**src/rtl/rf_write_arbiter_pkg.sv**
```systemverilog
// Shared register-file constants for the writeback arbiter and its FIFO.
`ifndef RF_WRITE_ARBITER_PKG_SV
`define RF_WRITE_ARBITER_PKG_SV

package rf_write_arbiter_pkg;

    localparam int unsigned RF_ADDR_W   = 5;
    localparam int unsigned RF_DATA_W   = 32;
    localparam int unsigned RF_ZERO_REG = 0;

endpackage

`endif

```
**src/rtl/rf_write_arbiter_wb_fifo2.sv**
```systemverilog
// Two-entry FIFO of {rd, data} writeback entries; entry 0 is always the head.
module wb_fifo2 #(
    parameter int unsigned W = 37
) (
    input  logic         clk,
    input  logic         reset,
    input  logic         push,
    input  logic         pop,
    input  logic [W-1:0] din,
    output logic [W-1:0] dout,
    output logic         full,
    output logic         empty,
    output logic [1:0]   count
);

    logic [W-1:0] e0_q, e1_q;
    logic [W-1:0] e0_d, e1_d;
    logic         e0_en, e1_en;
    logic [1:0]   cnt_q, cnt_d;
    logic         do_push, do_pop;

    assign full    = (cnt_q == 2'd2);
    assign empty   = (cnt_q == 2'd0);
    assign count   = cnt_q;
    assign dout    = e0_q;
    assign do_pop  = pop & ~empty;
    assign do_push = push & (~full | do_pop);

    // Entry enables: a pop shifts entry 1 into the head, a push fills the first free slot.
    always_comb begin
        e0_en = 1'b0;
        e1_en = 1'b0;
        e0_d  = e0_q;
        e1_d  = e1_q;
        cnt_d = cnt_q;
        if (do_push && do_pop) begin
            if (cnt_q == 2'd1) begin
                e0_en = 1'b1;
                e0_d  = din;
            end else begin
                e0_en = 1'b1;
                e0_d  = e1_q;
                e1_en = 1'b1;
                e1_d  = din;
            end
        end else if (do_pop) begin
            e0_en = 1'b1;
            e0_d  = e1_q;
            cnt_d = cnt_q - 2'd1;
        end else if (do_push) begin
            if (cnt_q == 2'd0) begin
                e0_en = 1'b1;
                e0_d  = din;
            end else begin
                e1_en = 1'b1;
                e1_d  = din;
            end
            cnt_d = cnt_q + 2'd1;
        end
    end

    always_ff @(posedge clk) begin
        if (reset) begin
            cnt_q <= 2'd0;
            e0_q  <= '0;
            e1_q  <= '0;
        end else begin
            cnt_q <= cnt_d;
            if (e0_en) e0_q <= e0_d;
            if (e1_en) e1_q <= e1_d;
        end
    end

endmodule

```
**src/rtl/rf_write_arbiter.sv**
```systemverilog
// Arbitrates the register-file write port between pipeline writeback (P)
// and a buffered multi-cycle unit (M), with starvation-bounded P priority.
module rf_write_arbiter
    import rf_write_arbiter_pkg::*;
#(
    parameter int unsigned DATA_W   = RF_DATA_W,
    parameter int unsigned ADDR_W   = RF_ADDR_W,
    parameter int unsigned MAX_WAIT = 4
) (
    input  logic              clk,
    input  logic              reset,
    input  logic              p_valid,
    input  logic [ADDR_W-1:0] p_rd,
    input  logic [DATA_W-1:0] p_data,
    output logic              p_ready,
    input  logic              m_valid,
    input  logic [ADDR_W-1:0] m_rd,
    input  logic [DATA_W-1:0] m_data,
    output logic              m_ready,
    output logic [1:0]        m_count,
    output logic              rf_write,
    output logic [ADDR_W-1:0] rf_rd,
    output logic [DATA_W-1:0] rf_data
);

    localparam int unsigned ENTRY_W = ADDR_W + DATA_W;
    localparam int unsigned WAIT_W  = $clog2(MAX_WAIT + 1);

    logic [ENTRY_W-1:0] head;
    logic               fifo_full, fifo_empty;
    logic               m_push;
    logic               force_m, p_uses_port;
    logic               grant_p, grant_m;
    logic [WAIT_W-1:0]  wait_cnt, wait_nxt;

    assign m_ready     = ~fifo_full;
    assign m_push      = m_valid & m_ready & (m_rd != ADDR_W'(RF_ZERO_REG));
    assign force_m     = ~fifo_empty & (wait_cnt == WAIT_W'(MAX_WAIT));
    assign p_uses_port = p_valid & (p_rd != ADDR_W'(RF_ZERO_REG));

    wb_fifo2 #(.W(ENTRY_W)) u_fifo (
        .clk   (clk),
        .reset (reset),
        .push  (m_push),
        .pop   (grant_m),
        .din   ({m_rd, m_data}),
        .dout  (head),
        .full  (fifo_full),
        .empty (fifo_empty),
        .count (m_count)
    );

    // Grant selection; an r0 write from P never occupies the port.
    always_comb begin
        grant_p = 1'b0;
        grant_m = 1'b0;
        p_ready = 1'b1;
        if (force_m) begin
            grant_m = 1'b1;
            p_ready = (p_rd == ADDR_W'(RF_ZERO_REG));
        end else if (p_uses_port) begin
            grant_p = 1'b1;
        end else if (!fifo_empty) begin
            grant_m = 1'b1;
        end
    end

    // Starvation counter: counts P grants that bypass a waiting M head.
    always_comb begin
        wait_nxt = wait_cnt;
        if (grant_m || fifo_empty) begin
            wait_nxt = '0;
        end else if (grant_p && (wait_cnt != WAIT_W'(MAX_WAIT))) begin
            wait_nxt = wait_cnt + WAIT_W'(1);
        end
    end

    always_ff @(posedge clk) begin
        if (reset) begin
            wait_cnt <= '0;
            rf_write <= 1'b0;
            rf_rd    <= '0;
            rf_data  <= '0;
        end else begin
            wait_cnt <= wait_nxt;
            rf_write <= grant_p | grant_m;
            if (grant_p) begin
                rf_rd   <= p_rd;
                rf_data <= p_data;
            end else if (grant_m) begin
                rf_rd   <= head[DATA_W +: ADDR_W];
                rf_data <= head[DATA_W-1:0];
            end
        end
    end

endmodule

```
**config.mk**
```make
export PLATFORM = sky130hd
export DESIGN_NAME = rf_write_arbiter
export DESIGN_NICKNAME = d
export VERILOG_FILES = /design/src/rtl/rf_write_arbiter_pkg.sv /design/src/rtl/rf_write_arbiter_wb_fifo2.sv /design/src/rtl/rf_write_arbiter.sv
export SDC_FILE = /design/constraint.sdc
export NUM_CORES = 1
export LEC_CHECK = 0
export ABC_AREA = 1
export CORE_MARGIN = 1.5
export CORE_UTILIZATION = 30
export DETAILED_ROUTE_END_ITERATION = 8
export DONT_BUFFER_PORTS = 1
export PLACE_DENSITY_LB_ADDON = 0.08
export REMOVE_ABC_BUFFERS = 1
export SYNTH_ARGS = -nofsm -noshare
export SYNTH_HDL_FRONTEND = slang
export SYNTH_SLANG_ARGS = --single-unit
```
**constraint.sdc**
```tcl
create_clock -name clk -period 3.3 [get_ports clk]
set_clock_uncertainty 0.15 [all_clocks]
set_input_delay 0.495 -clock clk [delete_from_list [all_inputs] [get_ports clk]]
set_output_delay 0.495 -clock clk [all_outputs]
set_load 0.01 [all_outputs]
```
==> summary.md <==
| Metric | Value |
|---|---|
| Ys flop type | dfxtp_1 |
| RSZ-0062 raised after global routing | false |
| Critical R2R Launch | u_fifo.count[0] |
| Tot GR Track Use | 0.174 |
| Starting Density | 0.308 |
| Post-route DRC violation count | 0 |
| Hold Path Sink | u_fifo.count[1] |
| Max Cap Violations | 0 |
| Final Wtd Congestion | just over 0.7 |
| Die area | about 22000 um^2 |
| Routed WL per cell | around 15 um |
| Cts bufs inserted | 17 |
| Diodes inserted | 0 |
| Post_cts resized | 0 |
| Startpoint types | flop |
| FF-to-FF path depth | 11 |
| Data arrival time of the worst path | roughly 3 ns |
| CP max stage cell | dfxtp_1 |
| Vias | 5807 |
| Post-detail-place hpwl | approximately 11000 um |
| Clock transition at path regs | approximately 0.05 ns |
| Initial antenna violation count | 1 |
| Post-CTS setup buffers | 0 |
| Core Rows | between 50 and 60 |
| Critical R2R Capture | u_fifo.dout[13] |
| Relative slew slack | 0.529 |
| Initial DRC Count | roughly 310 |
| Vias in the first global route | 5554 |
| Clk sinks | about 120 |
| Fin crit share | 0.851 |
| Final setup viols | 0 |
| WP data required | between 3 and 4 ns |
| Synthesized area | between 6000 and 7000 um^2 |
| #FFs+latches synth | 117 |
| Hold Crit Start | reset |
| Status | complete, no violations |
| DRT Pass-1 Iters | 5 |
| Nets@finish | approximately 1000 |
| Hold crit path type | input pin to flop |
| Vias/cell | around 4.8 |
| Slew Limit Fails | 0 |
| VDD IR max | around 0.34 mV |
| Clock root buffer | clkbuf_16 |
| Die width | 148 um |
| H-tree Lvls | 4 |
| Largest net degree at the start of global routing | 75 |
| Core area | between 20000 and 25000 um^2 |
| Number of primary I/O pins | 120 |
| Crit path time final | 2.81 ns |
| Seq/Total Area, Yosys | 0.373 |
| Antenna Nets Post-Route | 0 |
| CP Class | flop to flop |
| Post-synth EDFFs | 0 |
| First-pass GRT wire length | 29800 um |
| Fin. Hold Viols | 0 |
| Final wirelength | 18500 um |
| Least-Margin Pin Slew | slightly above 0.7 ns |
| Async S/R FF share, synth | 0 |
| Synth-to-Final Area Change | 12.6% |
| Mean post-synth cell area | between 6 and 7 um^2 |
| Synth warnings | 0 |
| CTS tree | done |
| Crit path top cell by count | a21oi_1 |
| Crit Path Max Fanout | 27 |
| GR Overflow Total | 0 |
| PwrDens | between 900 and 1000 nW/um^2 |
| Worst skew pair latency | about 0.42 ns |
| Final Power | about 0.0065 W |
| Hold Path Depth | 3 |
| Buffers on Ports | 0 |
| CP endpoint kind | flop |
| Yosys cell types | 28 |
| CP Cell Sequence | inv_1, ha_1, inv_2, nand2_4, inv_1, ha_2, buf_4, o21ai_0, a21oi_1, a21oi_1, a21oi_1 |
| LEAKAGE | 3.21 nW |
| Ratio of cells with drive above 1 in the final layout | 0.0662 |
| WHS | 0.0821 ns |
| Clock buffer depth | 2 |
| Hold Buf Count CTS | 1 |
| Synthesized instance count | just under 1000 |
| Die boundary height | between 100 and 150 um |
| FF-to-FF setup slack | 0.49 ns |
| Slowest stage delay, CP | about 0.46 ns |
| Max Fclk | between 300 and 400 MHz |
## cells in the final DEF, fill, tap and decap left out, types with 10 or more instances in the layout
cell type / instances
o21ai_0: 113
nand3_1: 107
inv_1: 133
o211ai_1: 15
a21oi_1: 105
nand2_1: 188
clkbuf_16: 17
nand3b_1: 22
dfxtp_1: 117
buf_4: 10
o21ai_1: 20
nor2_1: 43
## Yosys cell counts (2+ instances only)
| cell | count | area share |
|---|---|---|
| nand2_1 | 190 | 0.11 |
| inv_1 | 135 | 0.081 |
| dfxtp_1 | 117 | 0.37 |
| o21ai_0 | 113 | 0.090 |
| nand3_1 | 107 | 0.085 |
| a21oi_1 | 106 | 0.085 |
| nor2_1 | 43 | 0.026 |
| clkbuf_1 | 39 | 0.023 |
| buf_2 | 22 | 0.018 |
| nand3b_1 | 22 | 0.026 |
| o21ai_1 | 20 | 0.016 |
| o211ai_1 | 15 | 0.018 |
| buf_1 | 9 | 0.0054 |
| ha_1 | 7 | 0.014 |
| buf_6 | 3 | 0.0054 |
| buf_4 | 2 | 0.0024 |
| nand2_2 | 2 | 0.0020 |
| nand3_2 | 2 | 0.0032 |
## report_power, final
group	internal (W)	switching [W]
Sequential	0.00193	0.000337
Combinational	0.000839	0.00155
Clock	0.00112	0.000700
## worst max-delay path: cells and delay by family, from the launching register on
family          cells  cell delay, ns
compound gates      4            0.52
fa+ha+maj           2            0.68
buf+inv             4            0.74
simple gates        1            0.16
flops               1            0.46
## per-stage QoR
| stage | instances | setup TNS (ns) | utilization | instance area (um^2) | setup slack (ns) |
|---|---|---|---|---|---|
| after floorplan | 889 | -98.35 | - | 5930 | -2.40 |
| after CTS | 1207 | 0 | 0.347 | 7060 | 0.460 |
| after global placement | 1174 | 0 | 0.318 | 6480 | 0.485 |
| final | 1207 | 0 | 0.347 | 7060 | 0.491 |
| after detailed placement | 1174 | 0 | 0.318 | 6480 | 0.487 |
| after global routing | 1207 | 0 | 0.347 | 7060 | 0.189 |
## per-layer routing
layer,track usage,share of wire
met1,0.213,0.46
met2,0.297,0.48
met3,0.0494,0.053
met4,0.0490,0.0067
met5,0,0.00070
## layout make-up
cell class | instances | area (um^2)
Multi-Input combinational cell | 636 | 3110
Timing Repair Buffer | 16 | 185
Clock buffer | 18 | 439
Sequential cell | 117 | 2340
Fill cell | 2268 | 13300
Inverter | 136 | 510
Tap cell | 270 | 338
Clock inverter | 14 | 136
## cell families after synthesis
logic type	Yosys count	synth area share
adder cells (fa/ha/maj)	7	0.0140
AND/OR/NAND/NOR	371	0.263
buffers and inverters	211	0.135
XOR/XNOR	1	0.00140
AO/OA/AOI/OAI	257	0.213
flip-flops	117	0.373
## worst max-delay path by stage
stage | startpoint | endpoint
finish | u_fifo.count[0] | u_fifo.dout[13]
global route | u_fifo.count[0] | u_fifo.dout[11]
detailed placement | u_fifo.count[0] | u_fifo.dout[27]
CTS | u_fifo.count[0] | u_fifo.dout[13]
floorplan | wait_cnt[0] | u_fifo.e1_q[0]
global placement | u_fifo.count[0] | u_fifo.dout[13]
## flip-flops by register name, summed over array words and instances (netlist names)
signal,cells
rf_write,1
u_fifo.dout,37
u_fifo.e1_q,37
wait_cnt,3
u_fifo.count,2
rf_rd,5
rf_data,32
Power figures use the tool's default switching activity.
